### src/rtl/fifo_lanes_tx.sv
// Four independent lane FIFOs feeding the PHY inputs, with per-lane occupancy
// flags, sticky overflow indication and an aggregate pause for the source.
module fifo_lanes_tx #(
  parameter int DATA_W = 8,
  parameter int DEPTH  = 4,
  parameter int ADDR_W = 2
) (
  input  logic              clk_32f,
  input  logic              reset_L,
  input  logic [DATA_W-1:0] data_in0,
  input  logic [DATA_W-1:0] data_in1,
  input  logic [DATA_W-1:0] data_in2,
  input  logic [DATA_W-1:0] data_in3,
  input  logic              push0,
  input  logic              push1,
  input  logic              push2,
  input  logic              push3,
  input  logic              pop_en,
  input  logic [ADDR_W:0]   umbral_alto,
  input  logic [ADDR_W:0]   umbral_bajo,
  output logic [DATA_W-1:0] out0,
  output logic [DATA_W-1:0] out1,
  output logic [DATA_W-1:0] out2,
  output logic [DATA_W-1:0] out3,
  output logic              valid_out0,
  output logic              valid_out1,
  output logic              valid_out2,
  output logic              valid_out3,
  output logic              full0,
  output logic              full1,
  output logic              full2,
  output logic              full3,
  output logic              empty0,
  output logic              empty1,
  output logic              empty2,
  output logic              empty3,
  output logic              almost_full0,
  output logic              almost_full1,
  output logic              almost_full2,
  output logic              almost_full3,
  output logic              almost_empty0,
  output logic              almost_empty1,
  output logic              almost_empty2,
  output logic              almost_empty3,
  output logic              pause,
  output logic              overflow_err0,
  output logic              overflow_err1,
  output logic              overflow_err2,
  output logic              overflow_err3
);

  localparam logic [ADDR_W:0] FULL_CNT = (ADDR_W+1)'(DEPTH);

  logic [DATA_W-1:0] din  [4];
  logic [DATA_W-1:0] dout [4];
  logic [3:0]        push;
  logic [3:0]        vld;
  logic [3:0]        full_v;
  logic [3:0]        empty_v;
  logic [3:0]        afull_v;
  logic [3:0]        aempty_v;
  logic [3:0]        ovf_v;

  assign din[0] = data_in0;
  assign din[1] = data_in1;
  assign din[2] = data_in2;
  assign din[3] = data_in3;
  assign push   = {push3, push2, push1, push0};

  for (genvar k = 0; k < 4; k++) begin : g_lane
    logic [DATA_W-1:0] mem [DEPTH];
    logic [ADDR_W-1:0] wr_ptr;
    logic [ADDR_W-1:0] rd_ptr;
    logic [ADDR_W:0]   count;
    logic              rd;
    logic              wr;

    // A full lane still accepts a write when a read frees a slot on the same edge.
    assign rd = pop_en && (count != '0);
    assign wr = push[k] && ((count != FULL_CNT) || rd);

    always_ff @(posedge clk_32f) begin
      if (wr) mem[wr_ptr] <= din[k];
    end

    always_ff @(posedge clk_32f or negedge reset_L) begin
      if (!reset_L) begin
        wr_ptr   <= '0;
        rd_ptr   <= '0;
        count    <= '0;
        dout[k]  <= '0;
        vld[k]   <= 1'b0;
        ovf_v[k] <= 1'b0;
      end else begin
        vld[k] <= rd;
        if (rd) begin
          dout[k] <= mem[rd_ptr];
          rd_ptr  <= rd_ptr + 1'b1;
        end
        if (wr) wr_ptr <= wr_ptr + 1'b1;
        if (push[k] && !wr) ovf_v[k] <= 1'b1;
        unique case ({wr, rd})
          2'b10:   count <= count + 1'b1;
          2'b01:   count <= count - 1'b1;
          default: count <= count;
        endcase
      end
    end

    assign full_v[k]   = (count == FULL_CNT);
    assign empty_v[k]  = (count == '0);
    assign afull_v[k]  = (count >= umbral_alto);
    assign aempty_v[k] = (count <= umbral_bajo);
  end

  assign out0 = dout[0];
  assign out1 = dout[1];
  assign out2 = dout[2];
  assign out3 = dout[3];
  assign {valid_out3, valid_out2, valid_out1, valid_out0} = vld;
  assign {full3, full2, full1, full0} = full_v;
  assign {empty3, empty2, empty1, empty0} = empty_v;
  assign {almost_full3, almost_full2, almost_full1, almost_full0} = afull_v;
  assign {almost_empty3, almost_empty2, almost_empty1, almost_empty0} = aempty_v;
  assign {overflow_err3, overflow_err2, overflow_err1, overflow_err0} = ovf_v;
  assign pause = |afull_v;

endmodule
### config.mk
export PLATFORM = sky130hd
export DESIGN_NAME = fifo_lanes_tx
export DESIGN_NICKNAME = d
export VERILOG_FILES = /design/src/rtl/fifo_lanes_tx.sv
export SDC_FILE = /design/constraint.sdc
export NUM_CORES = 1
export LEC_CHECK = 0
export BUFFER_PORTS_ARGS = -buffer_cell sky130_fd_sc_hd__buf_2
export CORE_MARGIN = 2
export CORE_UTILIZATION = 30
export DETAILED_ROUTE_END_ITERATION = 8
export PLACE_DENSITY_LB_ADDON = 0.25
export SYNTH_ARGS = -nofsm -noshare
export SYNTH_HDL_FRONTEND = slang
export SYNTH_SLANG_ARGS = --single-unit
### constraint.sdc
create_clock -name clk_32f -period 4.79 [get_ports clk_32f]
set_input_delay 0.7185 -clock clk_32f [delete_from_list [all_inputs] [get_ports clk_32f]]
set_output_delay 0.7185 -clock clk_32f [all_outputs]
set_load 0.02 [all_outputs]
==> results of run 1 <==
==> registers in the layout (all words and copies together), names as in the netlist <==
register       cells
overflow_err0      1
overflow_err1      1
out0               8
out2               8
g_lane.count      12
g_lane.rd_ptr      8
out3               8
g_lane.wr_ptr      8
overflow_err2      1
valid_out2         1
g_lane.mem       128
valid_out0         1
valid_out3         1
out1               8
overflow_err3      1
valid_out1         1
==> synth_stat cells (3+ instances only) <==
library cell               number
sky130_fd_sc_hd__o21ai_0       19
sky130_fd_sc_hd__a31oi_1        3
sky130_fd_sc_hd__nand2b_1       3
sky130_fd_sc_hd__inv_1         33
sky130_fd_sc_hd__o21a_1         4
sky130_fd_sc_hd__a21oi_1       12
sky130_fd_sc_hd__ha_1          41
sky130_fd_sc_hd__mux2_2        26
sky130_fd_sc_hd__nor2b_1        6
sky130_fd_sc_hd__buf_6          7
sky130_fd_sc_hd__dfrtp_1       68
sky130_fd_sc_hd__nand2_1       13
sky130_fd_sc_hd__edfxtp_1     128
sky130_fd_sc_hd__buf_2          3
sky130_fd_sc_hd__xor2_1         8
sky130_fd_sc_hd__nand3_1        6
sky130_fd_sc_hd__mux2i_1        3
sky130_fd_sc_hd__xnor2_1       10
sky130_fd_sc_hd__clkbuf_1       4
sky130_fd_sc_hd__mux4_2        32
sky130_fd_sc_hd__nor2_1        21
sky130_fd_sc_hd__mux2_4         6
sky130_fd_sc_hd__fa_1           4
sky130_fd_sc_hd__and2_1        18
==> placed cells by master, fill, tap and decap left out, drive strengths merged, types with 2 or more instances in the layout <==
cell type | Yosys | routed
dfrtp | 68 | 68
a21o | 2 | 2
a211oi | 2 | 2
xor2 | 8 | 8
a21oi | 12 | 12
buf | 13 | 101
inv | 35 | 41
xnor2 | 10 | 10
mux4 | 32 | 32
mux2i | 3 | 3
o21ai | 19 | 19
a31o | 2 | 2
nor2 | 22 | 22
edfxtp | 128 | 128
mux2 | 34 | 34
nand2 | 13 | 13
o21a | 4 | 4
a31oi | 6 | 6
clkinv | 0 | 6
clkbuf | 4 | 19
fa | 4 | 4
ha | 41 | 41
nand3 | 6 | 6
nor2b | 8 | 8
nor3 | 5 | 5
and2 | 18 | 18
o221ai | 2 | 2
nand2b | 3 | 3
nor3b | 3 | 3
or2 | 2 | 2
==> per-layer routing <==
| metal | vias to the layer above | track usage (%) | share of wire [%] |
|---|---|---|---|
| met2 | 85 | 20.2 | 50 |
| met3 | 12 | 2.73 | 3.4 |
| met4 | 2 | 3.71 | 1.4 |
| li1 | 2129 | - | - |
| met5 | - | 0 | 0.076 |
| met1 | 2352 | 15.3 | 45 |
==> final cells by class <==
class,count,area share (%)
multi-input combinational,270,27.6
clock buffer,19,4.45
inverter,35,1.32
sequential,196,55.7
clock inverter,13,1.18
timing repair buffer,101,5.10
tap,378,4.75
==> worst min path at each step <==
stage | end | startpoint | cells after the start
final | out2[2] | reset_L | 1
after global placement | overflow_err1 | overflow_err1 | 1
after detailed placement | overflow_err2 | overflow_err2 | 1
after floorplan | g_lane[0].count[0] | reset_L | 0
after global routing | g_lane[0].mem[1][2] | data_in0[2] | 1
after CTS | g_lane[2].mem[1][2] | data_in2[2] | 1
==> cells by family after synthesis <==
group	Yosys count	share of synthesized area, %
multiplexers	69	13.5
buffers and inverters	52	3.03
AO/OA/AOI/OAI	56	4.54
AND/OR/NAND/NOR	82	5.27
adder cells (fa/ha/maj)	45	6.94
flip-flops	196	64.9
XOR/XNOR	18	1.84
==> power by group <==
group	switching, mW	internal, mW	leakage, nW
clock network	0.678	0.700	0.273
logic	1.17	1.00	1.63
registers	0.432	2.33	1.97
total	2.28	4.04	3.87
==> stage by stage <==
stage	setup WS (ps)	total power [mW]
2_1_floorplan	2110	4.34
3_3_place_gp	1690	4.92
3_5_place_dp	1660	5.04
4_1_cts	1670	6.43
5_1_grt	1550	6.76
6_report	1700	6.32
==> run_results.csv, run 1 <==
group,metric,value,unit
synth,synth_top_area_cell,"sky130_fd_sc_hd__edfxtp_1",
worst_setup_path,path_cells,"inv_1 > ha_1 > o21ai_0 > a21oi_1 > or4_1 > buf_2",
cts,htree_num_levels,4,
cts,number_of_buffers_inserted_for_hold_repair_after_clock_tree_synthesis,0,
timing,worst_slew_pin_slew,1010,ps
worst_setup_path,crit-reg2reg-capture,"g_lane[1].count[1]",
floorplanning,floorplan.rows,61,
layout,final-seq-area,0.00555,mm²
routing,routed_via_density,4.53,
timing,clock-skew-final,15.2,ps
worst_setup_path,timing.critical_path.slowest_stage_cell,"sky130_fd_sc_hd__or4_1",
timing,rsz_0062_raised_after_global_routing,"false",
layout,layout.cells.non_filler,1012,
global_routing,grt_start_max_net_pins,69,
power,p_leak,3.87,nW
synth,synthesis.yosys.warnings,0,
routing,postRouteAntennaNets,0,
routing,detail_route.drc_violations,0,
layout,postLayoutCoreUtil,35.7,%
layout,multiInputGateArea,0.00275,mm²
timing,hold_violations_final,0,
worst_setup_path,setup.reg_to_reg.worst_slack,2270,ps
layout,fin_nets,711,
placed_design,placed_cells_incl_taps,980,
worst_setup_path,crit_type,"flip-flop to output pin",
placed_design,number_of_buffers_added_on_ports,101,
synth,synth_top_cell_area_share,45.0,%
timing,fin_hold_ws,425,ps
timing,period_share,64.4,%
placed_design,dp.final_hpwl,11700,µm
global_routing,antenna_found_initial,1,
worst_setup_path,ff2ff_path_depth,7,
global_routing,globalRoute.totalOverflow,0,
timing,maxClockFrequency,0.324,GHz
global_routing,number_of_global_route_vias_before_repair,4989,
worst_setup_path,timing.rr.start,"g_lane[1].count[2]",
synth,synthDistinctLibCells,51,
timing,finalWorstPathRequiredPeriod,3090,ps
synth,post_synth_inst_count,518,
outcome,run_status,"finished, final reports clean",
worst_hold_path,min-delay-path-class,"input port to async pin",
worst_setup_path,critical_path_peak_fanout,8,
worst_setup_path,worst_path_largest_cell_delay,470,ps
layout,num_antenna_cells,0,
synth,ys_seq_elements,196,
floorplanning,initial_utilization,30.6,%
synth,async_reset_ff_share,34.7,%
global_routing,grt_pass1_wl,27600,µm
routing,detail_route.wl_per_cell,16.9,µm
synth,ys_seq_area_share,64.9,%
layout,drive_gt1_share,33.1,%
synth,synthFlopType,"sky130_fd_sc_hd__edfxtp_1",
cts,max_clock_buf_depth,2,
worst_setup_path,timing.critical_path.required,4070,ps
layout,area_delta_synth_final,16.5,%
routing,drt-initial-drc-count,196,
floorplanning,die_h,173,µm
run,max-cap-violations,0,
synth,post_synth.cell_area_avg,16.5,µm²
power,vdd.ir_drop.worst,0.205,mV
cts,cts_post_setup_buffers_inserted,0,
worst_setup_path,cp_top_family,"buffers and inverters",
timing,final_max_slew_viol_count,0,
floorplanning,placeableCoreArea,0.0279,mm²
cts,cts.reportedPaths.clkPinSlew,80,ps
floorplanning,full_die_area,0.0299,mm²
cts,post_cts_resized,0,
worst_setup_path,path_depth,6,
floorplanning,x_dimension_of_the_die,173,µm
routing,firstDrtPassIters,4,
worst_setup_path,endpoint_kind,"output pin",
synth,synth_edf_count,128,
power,power-per-cell-area,634,mW/mm²
timing,setup-violations-final,0,
worst_setup_path,worstSetupStartpointType,"flip-flop",
synth,synth_area,0.00855,mm²
placed_design,placed_area,0.00940,mm²
synth,synthTopCellsByArea,"sky130_fd_sc_hd__edfxtp_1 (45%), sky130_fd_sc_hd__dfrtp_1 (20%), sky130_fd_sc_hd__mux4_2 (8.4%), sky130_fd_sc_hd__ha_1 (6.0%), sky130_fd_sc_hd__mux2_2 (3.4%)",
routing,vias,4580,
synth,syn_nets,608,
worst_setup_path,cp-startpoint,"g_lane[3].count[0]",
cts,insertion_delay,430,ps
cts,tritoncts,"done",
routing,drt-total-wl,17100,µm
cts,cts_buffers,17,
placed_design,place_congestion,0.761,
worst_setup_path,timing.critical_path.arrival,2370,ps
timing,setup_tns,0,ps
cts,clock_sinks,196,
floorplanning,pin_count,102,
worst_setup_path,crit_end,"pause",
layout,final.fill_count,2677,
cts,cts_root_buf,"sky130_fd_sc_hd__clkbuf_16",
timing,max-slew-margin-rel,32.9,%
global_routing,total_routing_resource_utilization_after_global_routing,11.9,%
worst_setup_path,worst-path-buf-inv,2,
layout,final_cell_area,0.00996,mm²
Note: power is estimated with default switching activity, not from simulation.
==> inputs of run 2 (changes only) <==
==> constraint.sdc (replaced) <==
create_clock -name clk_32f -period 2.7 [get_ports clk_32f]
set_input_delay 0.405 -clock clk_32f [delete_from_list [all_inputs] [get_ports clk_32f]]
set_output_delay 0.405 -clock clk_32f [all_outputs]
set_load 0.02 [all_outputs]
==> run_results.csv, run 2 (synthesis gave the netlist of run 1 again) <==
group,metric,value,unit
worst_hold_path,min-delay-path-class,"input port to flip-flop",
global_routing,grt_start_max_net_pins,44,
outcome,run_status,"finished, final reports clean",
cts,tritoncts,"done",
routing,drt-initial-drc-count,246,
floorplanning,pin_count,102,
timing,setup_tns,0,ps
floorplanning,initial_utilization,30.6,%
cts,cts.reportedPaths.clkPinSlew,80,ps
worst_setup_path,critical_path_peak_fanout,4,
routing,vias,4594,
timing,worst_slew_pin_slew,630,ps
routing,routed_via_density,4.50,
layout,postLayoutCoreUtil,36.0,%
layout,top_regs,"g_lane.mem x128, g_lane.count x12",
layout,num_antenna_cells,0,
timing,period_share,94.4,%
routing,detail_route.drc_violations,0,
cts,max_clock_buf_depth,2,
layout,multiInputGateArea,0.00275,mm²
cts,cts_root_buf,"sky130_fd_sc_hd__clkbuf_16",
timing,clock-skew-final,13.0,ps
floorplanning,x_dimension_of_the_die,173,µm
layout,final.fill_count,2697,
layout,fin_nets,719,
power,power-per-cell-area,1130,mW/mm²
global_routing,grt_pass1_wl,28300,µm
global_routing,total_routing_resource_utilization_after_global_routing,12.3,%
layout,area_delta_synth_final,17.6,%
placed_design,place_congestion,0.748,
floorplanning,floorplan.rows,61,
routing,detail_route.wl_per_cell,17.2,µm
timing,rsz_0062_raised_after_global_routing,"false",
worst_setup_path,timing.critical_path.arrival,2140,ps
global_routing,number_of_global_route_vias_before_repair,5095,
floorplanning,placeableCoreArea,0.0279,mm²
global_routing,antenna_found_initial,1,
worst_setup_path,timing.critical_path.required,2300,ps
worst_setup_path,endpoint_kind,"output pin",
cts,cts_post_setup_buffers_inserted,0,
routing,postRouteAntennaNets,0,
timing,finalWorstPathRequiredPeriod,2550,ps
power,vdd.ir_drop.worst,0.408,mV
layout,largest_register_ff_count,128,
placed_design,number_of_buffers_added_on_ports,101,
cts,clock_sinks,196,
power,p_leak,3.91,nW
cts,cts_buffers,17,
timing,maxClockFrequency,0.392,GHz
layout,drive_gt1_share,34.6,%
cts,htree_num_levels,4,
layout,mostFrequentLayoutCell,"sky130_fd_sc_hd__edfxtp_1",
global_routing,globalRoute.totalOverflow,0,
layout,final-seq-area,0.00555,mm²
timing,final_max_slew_viol_count,0,
floorplanning,full_die_area,0.0299,mm²
worst_setup_path,worstSetupStartpointType,"flip-flop",
timing,setup-violations-final,0,
run,max-cap-violations,0,
placed_design,dp.final_hpwl,12200,µm
worst_setup_path,crit_type,"flip-flop to output pin",
timing,max-slew-margin-rel,58.0,%
layout,largest_register_by_flop_count,"g_lane.mem",
layout,top_library_cells_by_usage_in_the_layout_fill_and_taps_aside,"sky130_fd_sc_hd__edfxtp_1 (128), sky130_fd_sc_hd__buf_2 (100), sky130_fd_sc_hd__dfrtp_1 (66), sky130_fd_sc_hd__ha_1 (41), sky130_fd_sc_hd__mux4_2 (32)",
timing,hold_violations_final,0,
routing,firstDrtPassIters,4,
cts,insertion_delay,430,ps
routing,drt-total-wl,17500,µm
floorplanning,die_h,173,µm
-- run 2: cell types whose count changed in the layout (fill, tap and decap cells not counted), sizes merged --
cell	previous run	this run
dlygate4sd3	0	1
buf	101	108
clkinv	6	5
clkbuf	19	20
-- run 2: worst paths after layout --
check	from	to	slack [ps]	cells past startpoint
max	g_lane[1].count[0]	pause	150	6
max reg2reg	g_lane[3].count[0]	g_lane[3].count[2]	560	9
min	data_in2[2]	g_lane[2].mem[0][2]	190	1
max in group asynchronous	reset_L	g_lane[0].count[0]	1630	3
min reg2reg	overflow_err0	overflow_err0	450	1
min in group asynchronous	reset_L	out2[0]	450	2
-- run 2: area by class of cell --
| type | count | area share [%] |
|---|---|---|
| Clock buffer | 20 | 4.54 |
| Clock inverter | 12 | 1.13 |
| Inverter | 35 | 1.31 |
| Multi-Input combinational cell | 270 | 27.3 |
| Sequential cell | 196 | 55.2 |
| Tap cell | 378 | 4.71 |
| Timing Repair Buffer | 109 | 5.80 |
-- run 2: power breakdown --
group / internal [mW] / switching [mW] / total, mW
clock network: 1.27 / 1.21 / 2.48
logic: 1.83 / 2.11 / 3.94
registers: 4.14 / 0.763 / 4.90
-- run 2: critical path: stages, from the launching register on --
cell and delay (ps):
sky130_fd_sc_hd__dfrtp_1 410, sky130_fd_sc_hd__inv_1 120, sky130_fd_sc_hd__ha_1 230, sky130_fd_sc_hd__o21ai_0 170
sky130_fd_sc_hd__a21oi_1 100, sky130_fd_sc_hd__or4_1 510, sky130_fd_sc_hd__buf_2 170
-- run 2: timing repair --
action,4_1_cts,5_1_grt
hold endpoints to repair,25,0
gates resized for setup,0,4
hold buffers,1,0
endpoints found under the setup margin,0,1
-- run 2: through the flow --
stage               hold slack [ps]  total power, mW  area, µm²  worst slack (ps)  instances
CTS                             168             11.5      10000              48.9       1020
floorplan                       109             7.70       8550               489        518
detailed placement              368             8.99       9470               422        987
global placement                366             8.80       9470               459        987
global route                    166             12.1      10100              6.81       1020
finish                          191             11.3      10100               152       1020
-- run 2: per-layer routing --
metal  global-route usage (%)  up-vias  wire (µm)
met3                     2.77        7        643
met4                     3.43        2        147
met2                     21.0       90       8810
li1                         -     2143          -
met1                     15.8     2352       7930
met5                        0        -         10
